`src/rtl/ldpc_pin_host_if.sv`:
```
// Command, response and serial pin signals between a requester, the pin host
// master and the LDPC core pads.
interface ldpc_pin_host_if #(
    parameter int DATA_W = 32,
    parameter int SEL_W  = 16,
    parameter int LEN_W  = 6
);
    logic              cmd_valid;
    logic              cmd_ready;
    logic              cmd_write;
    logic [SEL_W-1:0]  cmd_sel;
    logic [LEN_W-1:0]  cmd_len;
    logic [DATA_W-1:0] cmd_wdata;
    logic              rsp_valid;
    logic              rsp_ready;
    logic [DATA_W-1:0] rsp_rdata;
    logic              pin_inputnoutput;
    logic              pin_input;
    logic [SEL_W-1:0]  pin_in_out_sel;
    logic              pin_output;
    logic              busy;

    modport slave (
        input  cmd_valid, cmd_write, cmd_sel, cmd_len, cmd_wdata, rsp_ready, pin_output,
        output cmd_ready, rsp_valid, rsp_rdata, pin_inputnoutput, pin_input,
        output pin_in_out_sel, busy
    );

    modport master (
        output cmd_valid, cmd_write, cmd_sel, cmd_len, cmd_wdata, rsp_ready, pin_output,
        input  cmd_ready, rsp_valid, rsp_rdata, pin_inputnoutput, pin_input,
        input  pin_in_out_sel, busy
    );
endinterface

```
`src/rtl/ldpc_pin_host.sv`:
```
// Host-side master for the LDPC core serial pin bus: turns parallel read/write
// commands into LSB-first bit-serial pin sequences with registered pin outputs.
module ldpc_pin_host #(
    parameter int DATA_W = 32,
    parameter int SEL_W  = 16,
    parameter int LEN_W  = 6,
    parameter int RD_LAT = 2
) (
    input  logic            wb_clk_i,
    input  logic            wb_rst_i,
    ldpc_pin_host_if.slave  bus
);

    typedef enum logic [2:0] {IDLE, WRITE, RD_WAIT, READ, RESP, GAP} state_e;

    localparam logic [LEN_W-1:0] FULL_LEN  = LEN_W'(DATA_W);
    localparam logic [2:0]       WAIT_LAST = 3'((RD_LAT > 0) ? RD_LAT - 1 : 0);

    state_e            state_q, state_d;
    logic [LEN_W-1:0]  cnt_q, cnt_d;
    logic [LEN_W-1:0]  len_q, len_d;
    logic [2:0]        wait_q, wait_d;
    logic [SEL_W-1:0]  sel_q, sel_d;
    logic [DATA_W-1:0] wdata_q, wdata_d;
    logic [DATA_W-1:0] rdata_q, rdata_d;
    logic [SEL_W-1:0]  pin_sel_q, pin_sel_d;
    logic              pin_dir_q, pin_dir_d;
    logic              pin_in_q, pin_in_d;
    logic [LEN_W-1:0]  eff_len;
    logic              last_bit;

    assign eff_len  = (bus.cmd_len == '0 || bus.cmd_len > FULL_LEN) ? FULL_LEN : bus.cmd_len;
    assign last_bit = (cnt_q == len_q - LEN_W'(1));

    always_comb begin
        state_d  = state_q;
        cnt_d    = cnt_q;
        len_d    = len_q;
        wait_d   = wait_q;
        sel_d    = sel_q;
        wdata_d  = wdata_q;
        rdata_d  = rdata_q;
        pin_in_d = 1'b0;
        case (state_q)
            IDLE: begin
                if (bus.cmd_valid) begin
                    sel_d   = bus.cmd_sel;
                    len_d   = eff_len;
                    cnt_d   = '0;
                    wait_d  = '0;
                    wdata_d = bus.cmd_wdata;
                    rdata_d = '0;
                    if (bus.cmd_write) begin
                        state_d  = WRITE;
                        pin_in_d = bus.cmd_wdata[0];
                    end else begin
                        state_d = (RD_LAT == 0) ? READ : RD_WAIT;
                    end
                end
            end
            WRITE: begin
                // wdata_q[0] is the bit on the pin this cycle; line up the next one
                if (last_bit) begin
                    state_d = GAP;
                end else begin
                    cnt_d    = cnt_q + LEN_W'(1);
                    wdata_d  = wdata_q >> 1;
                    pin_in_d = wdata_q[1];
                end
            end
            RD_WAIT: begin
                if (wait_q == WAIT_LAST) state_d = READ;
                else                     wait_d  = wait_q + 3'd1;
            end
            READ: begin
                rdata_d = rdata_q | (DATA_W'(bus.pin_output) << cnt_q);
                if (last_bit) state_d = RESP;
                else          cnt_d   = cnt_q + LEN_W'(1);
            end
            RESP: begin
                if (bus.rsp_ready) state_d = GAP;
            end
            GAP: begin
                state_d = IDLE;
            end
            default: begin
                state_d = IDLE;
            end
        endcase
        // Pins follow the state being entered so they come straight off flops
        pin_sel_d = (state_d == WRITE || state_d == RD_WAIT || state_d == READ) ? sel_d : '0;
        pin_dir_d = (state_d == WRITE);
    end

    always_ff @(posedge wb_clk_i or posedge wb_rst_i) begin
        if (wb_rst_i) begin
            state_q   <= IDLE;
            cnt_q     <= '0;
            len_q     <= '0;
            wait_q    <= '0;
            sel_q     <= '0;
            wdata_q   <= '0;
            rdata_q   <= '0;
            pin_sel_q <= '0;
            pin_dir_q <= 1'b0;
            pin_in_q  <= 1'b0;
        end else begin
            state_q   <= state_d;
            cnt_q     <= cnt_d;
            len_q     <= len_d;
            wait_q    <= wait_d;
            sel_q     <= sel_d;
            wdata_q   <= wdata_d;
            rdata_q   <= rdata_d;
            pin_sel_q <= pin_sel_d;
            pin_dir_q <= pin_dir_d;
            pin_in_q  <= pin_in_d;
        end
    end

    assign bus.cmd_ready        = (state_q == IDLE);
    assign bus.busy             = (state_q != IDLE);
    assign bus.rsp_valid        = (state_q == RESP);
    assign bus.rsp_rdata        = rdata_q;
    assign bus.pin_inputnoutput = pin_dir_q;
    assign bus.pin_input        = pin_in_q;
    assign bus.pin_in_out_sel   = pin_sel_q;

endmodule
```
`src/flat_wrapper.sv`:
```
// flat-port wrapper written by rule: the top's interface ports become plain ports
module ldpc_pin_host_flat 
#(
    parameter int DATA_W = 32,
    parameter int SEL_W  = 16,
    parameter int LEN_W  = 6,
    parameter int RD_LAT = 2
)
  (wb_clk_i, wb_rst_i, bus_cmd_valid, bus_cmd_write, bus_cmd_sel, bus_cmd_len, bus_cmd_wdata, bus_rsp_ready, bus_pin_output, bus_cmd_ready, bus_rsp_valid, bus_rsp_rdata, bus_pin_inputnoutput, bus_pin_input, bus_pin_in_out_sel, bus_busy);
  ldpc_pin_host_if #(.DATA_W(DATA_W), .SEL_W(SEL_W), .LEN_W(LEN_W)) bus_i ();
  input  logic wb_clk_i;
  input  logic wb_rst_i;
  input wire logic [$bits(bus_i.cmd_valid)-1:0] bus_cmd_valid;
  input wire logic [$bits(bus_i.cmd_write)-1:0] bus_cmd_write;
  input wire logic [$bits(bus_i.cmd_sel)-1:0] bus_cmd_sel;
  input wire logic [$bits(bus_i.cmd_len)-1:0] bus_cmd_len;
  input wire logic [$bits(bus_i.cmd_wdata)-1:0] bus_cmd_wdata;
  input wire logic [$bits(bus_i.rsp_ready)-1:0] bus_rsp_ready;
  input wire logic [$bits(bus_i.pin_output)-1:0] bus_pin_output;
  output wire logic [$bits(bus_i.cmd_ready)-1:0] bus_cmd_ready;
  output wire logic [$bits(bus_i.rsp_valid)-1:0] bus_rsp_valid;
  output wire logic [$bits(bus_i.rsp_rdata)-1:0] bus_rsp_rdata;
  output wire logic [$bits(bus_i.pin_inputnoutput)-1:0] bus_pin_inputnoutput;
  output wire logic [$bits(bus_i.pin_input)-1:0] bus_pin_input;
  output wire logic [$bits(bus_i.pin_in_out_sel)-1:0] bus_pin_in_out_sel;
  output wire logic [$bits(bus_i.busy)-1:0] bus_busy;
  assign bus_i.cmd_valid = bus_cmd_valid;
  assign bus_i.cmd_write = bus_cmd_write;
  assign bus_i.cmd_sel = bus_cmd_sel;
  assign bus_i.cmd_len = bus_cmd_len;
  assign bus_i.cmd_wdata = bus_cmd_wdata;
  assign bus_i.rsp_ready = bus_rsp_ready;
  assign bus_i.pin_output = bus_pin_output;
  assign bus_cmd_ready = bus_i.cmd_ready;
  assign bus_rsp_valid = bus_i.rsp_valid;
  assign bus_rsp_rdata = bus_i.rsp_rdata;
  assign bus_pin_inputnoutput = bus_i.pin_inputnoutput;
  assign bus_pin_input = bus_i.pin_input;
  assign bus_pin_in_out_sel = bus_i.pin_in_out_sel;
  assign bus_busy = bus_i.busy;
  ldpc_pin_host #(.DATA_W(DATA_W), .SEL_W(SEL_W), .LEN_W(LEN_W), .RD_LAT(RD_LAT)) u_core (.wb_clk_i(wb_clk_i), .wb_rst_i(wb_rst_i), .bus(bus_i));
endmodule
```
`config.mk`:
```
export PLATFORM = sky130hd
export DESIGN_NAME = ldpc_pin_host_flat
export DESIGN_NICKNAME = d
export VERILOG_FILES = /design/src/rtl/ldpc_pin_host_if.sv /design/src/rtl/ldpc_pin_host.sv /design/src/flat_wrapper.sv
export SDC_FILE = /design/constraint.sdc
export NUM_CORES = 1
export LEC_CHECK = 0
export CAP_MARGIN = 20
export CORE_MARGIN = 8
export CORE_UTILIZATION = 40
export CTS_CLUSTER_DIAMETER = 120
export DETAILED_ROUTE_END_ITERATION = 10
export HOLD_SLACK_MARGIN = 0.08
export PLACE_DENSITY = 0.66
export SLEW_MARGIN = 20
export SYNTH_ARGS = -nofsm -noshare
export SYNTH_HDL_FRONTEND = slang
export SYNTH_SLANG_ARGS = --single-unit
```
`constraint.sdc`:
```
create_clock -name wb_clk_i -period 3.8 [get_ports wb_clk_i]
set_input_delay 0.38 -clock wb_clk_i [delete_from_list [all_inputs] [get_ports wb_clk_i]]
set_output_delay 0.38 -clock wb_clk_i [all_outputs]
set_load 0.01 [all_outputs]
```
==> results.cfg <==
[status]
status = complete, no violations

[logic_synthesis]
main_synth_ff_type = sky130_fd_sc_hd__dfrtp_1
synth-edff-count = 0
area_fraction_in_compound_gates_after_synthesis = 0.140
syn_inst = 476
mappedNetlistArea_um2 = 4940
mappedNetlistNets = 540
yosys.cell_count.top_type = sky130_fd_sc_hd__dfrtp_1
synth_cell_type_count = 41
syn-mean-instance-area_um2 = 10.4
yosys_reg_bits = 115
ys.warnings.count = 0
seq_area_frac_synth = 0.582
yosys.area.top_type_share = 0.582
synth-async-reset-ratio = 1.00
synth.mux.area_fraction = 0.0668
synthDominantAreaCellType = sky130_fd_sc_hd__dfrtp_1
synth_top_family_by_area = simple AND/OR/NAND/NOR gates
synth.top_cells.by_count = 115 x sky130_fd_sc_hd__dfrtp_1, 112 x sky130_fd_sc_hd__nand2_1, 54 x sky130_fd_sc_hd__o21ai_0, 33 x sky130_fd_sc_hd__mux2i_1, 21 x sky130_fd_sc_hd__clkbuf_1
synthXorXnorAreaFrac = 0.0124
yosys-top-cells-area = sky130_fd_sc_hd__dfrtp_1 58%, sky130_fd_sc_hd__nand2_1 8.5%, sky130_fd_sc_hd__mux2i_1 6.7%
synth_simple_gate_area_share = 0.159
synth-adder-area-share = 0.0101

[timing]
setup_repair_after_global_routing_missed_its_margin = no
max-slew-margin-rel = 0.316
timing.final.crit_share = 0.719
clock.fmax_mhz = 366
final-setup-viol-count = 0
timing.clock.skew_ps = 6.31
final_hold_viol_count = 0
final.setup.tns_ps = 0
layout_min_cycle_time_ps = 2730
timing_max_transition_violations_final = 0
fin_worst_hold_slack_ps = 280
max_slew.worst_pin.slew_ps = 1030

[power_and_ir_drop]
leakagePower_uw = 0.00301
totalPowerFinal_uw = 5050
vdd_drop_max_uv = 298
power-per-cell-area_nw_per_um2 = 733

[floorplan]
core_area_um2 = 12100
initial_utilization = 0.410
core.rowCount = 40
die-width_um = 127
fp.dieArea_um2 = 16200
die_h_um = 127
io-pin-count = 113

[drt]
drt_pre_antenna_iters = 4
vias = 3779
drc = 0
wl_per_cell_um = 14.9
drt_first_iter_violations = 227
avgViaCountPerCell = 4.93
finalWirelength_um = 11400
antenna_left = 0

[cts]
clk-insertion-delay-late_ps = 400
cts.sinks = 115
clock_tree_from_tritoncts = done
cts_hold_repair.buffers = 0
post_cts_setup_bufs = 0
tritoncts_buffers = 17
root_buffer = sky130_fd_sc_hd__clkbuf_16
clkSlewWorstSetupHoldPaths_ps = 50
cts_max_level = 4
cts_resized = 0
number_of_buffers_between_clock_root_and_the_deepest_sink = 2

[setup_path]
setup.worst_path.class = flop to flop
critical_path.startpoint_type = flop
crit_path_max_incr_delay_ps = 660
crit_path_max_fanout = 16
worst_path_dominant_cell_family = simple AND/OR/NAND/NOR gates
timing.critical_path.required_ps = 4040
crit_path_end_kind = flop
worst-path-buf-inv = 1
worst_r2r_path_depth = 8
cp_data_arrival_time_ps = 2970
timing.reg2reg.setup_slack_ps = 1070
rr_endpoint = u_core.bus.pin_in_out_sel[3]
rr_startpoint = u_core.len_q[0]
critPathSlowestCell = sky130_fd_sc_hd__or3_1
cp_cell_sequence = inv_1 > ha_1 > or3b_2 > a211oi_1 > nand4_2 > nor2_1 > or3_1 > a21oi_1

[job]
maximum_capacitance_violations = 0

[global_route]
globalRouteTotalUtil = 0.147
grt_remaining_overflow = 0
grt_max_degree = 97
grt_antenna_before_repair = 0
first_global_vias = 3995
grt_pass1_wl_um = 19300

[place]
hpwlAfterDp_um = 8160
globalplace.congestion = 0.777
port-buffer-count = 112

[finish]
share_of_final_layout_standard_cells_stronger_than_drive_strength_1 = 0.0935
syn_to_final_growth_pct = 39.3
nets = 650
final_core_util = 0.571
num_antenna_cells = 0

[hold_path]
worst_hold_path_type = primary input to async pin
## final cells by class
cell class              count  area (um^2)
repair buffers            117         1200
multi-input cells         326         1940
flip-flops and latches    115         2880
fillers                  1064         5170
well taps                 168          210
clock inverters             8          124
inverters                   9         36.3
clock buffers              24          492
## cells in the final DEF, fill, tap and decap left out, types with 5 or more instances in the layout
| cell type | count |
|---|---|
| sky130_fd_sc_hd__nor2_1 | 11 |
| sky130_fd_sc_hd__nand2_1 | 111 |
| sky130_fd_sc_hd__nor3_1 | 6 |
| sky130_fd_sc_hd__mux2i_1 | 33 |
| sky130_fd_sc_hd__xnor2_1 | 5 |
| sky130_fd_sc_hd__a21oi_1 | 12 |
| sky130_fd_sc_hd__nand3b_1 | 7 |
| sky130_fd_sc_hd__dfrtp_1 | 115 |
| sky130_fd_sc_hd__a22o_1 | 19 |
| sky130_fd_sc_hd__clkdlybuf4s50_1 | 112 |
| sky130_fd_sc_hd__a21oi_2 | 10 |
| sky130_fd_sc_hd__o21ai_0 | 54 |
| sky130_fd_sc_hd__clkbuf_16 | 17 |
| sky130_fd_sc_hd__or3_1 | 6 |
| sky130_fd_sc_hd__inv_1 | 8 |
## per-stage QoR
stage | std cells | setup WS [ps] | area, um^2
5_1_grt | 767 | 818 | 6890
2_1_floorplan | 476 | 376 | 4940
4_1_cts | 765 | 1020 | 6840
3_3_place_gp | 733 | 1110 | 6220
6_report | 767 | 1070 | 6890
3_5_place_dp | 733 | 1030 | 6220
## per-layer routing
metal	wire, um	track usage	up-vias
met5	0	0	-
met4	106	0.0441	0
met3	722	0.0553	10
met2	5550	0.244	87
met1	5050	0.175	1818
li1	-	-	1864
## how the worst max path moves through the flow
stage                    start                           end  slack, ps  depth (start not counted)
2_1_floorplan         wb_rst_i  u_core.bus.pin_in_out_sel[0]        380                          1
3_3_place_gp   u_core.len_q[0]  u_core.bus.pin_in_out_sel[1]       1110                          8
3_5_place_dp   u_core.len_q[0]  u_core.bus.pin_in_out_sel[3]       1030                          8
4_1_cts        u_core.len_q[0]  u_core.bus.pin_in_out_sel[3]       1020                          8
5_1_grt        u_core.len_q[0]  u_core.bus.pin_in_out_sel[0]        820                          8
6_report       u_core.len_q[0]  u_core.bus.pin_in_out_sel[3]       1070                          8
## registers in the layout, indices dropped and copies added, names as in the netlist
name                         cells
u_core.bus.rsp_rdata            32
u_core.wdata_q                  31
u_core.bus.pin_in_out_sel       16
u_core.sel_q                    16
u_core.cnt_q                     6
u_core.len_q                     6
u_core.state_q                   3
u_core.wait_q                    3
u_core.bus.pin_input             1
u_core.bus.pin_inputnoutput      1
## power by group
| group | total, uW | internal, uW | switching [uW] |
|---|---|---|---|
| Clock | 1620 | 1100 | 520 |
| Combinational | 1480 | 755 | 725 |
| Sequential | 1950 | 1660 | 286 |
## worst register-to-register path, stage by stage (launching register included)
cell and delay, ps:
sky130_fd_sc_hd__dfrtp_1 390, sky130_fd_sc_hd__inv_1 80, sky130_fd_sc_hd__ha_1 180, sky130_fd_sc_hd__or3b_2 450, sky130_fd_sc_hd__a211oi_1 280, sky130_fd_sc_hd__nand4_2 230, sky130_fd_sc_hd__nor2_1 190, sky130_fd_sc_hd__or3_1 660
sky130_fd_sc_hd__a21oi_1 110
## cell families (layout without fill, tap and decap cells)
| logic type | after synthesis | after routing |
|---|---|---|
| adders and majority gates | 4 | 4 |
| AOI/OAI and AO/OA | 110 | 110 |
| xor gates and xnor gates | 7 | 7 |
| DFF | 115 | 115 |
| and+or+nand+nor | 172 | 172 |
| muxes | 33 | 33 |
| buffers and inverters | 35 | 158 |
Note: power is estimated with default switching activity, not from simulation.
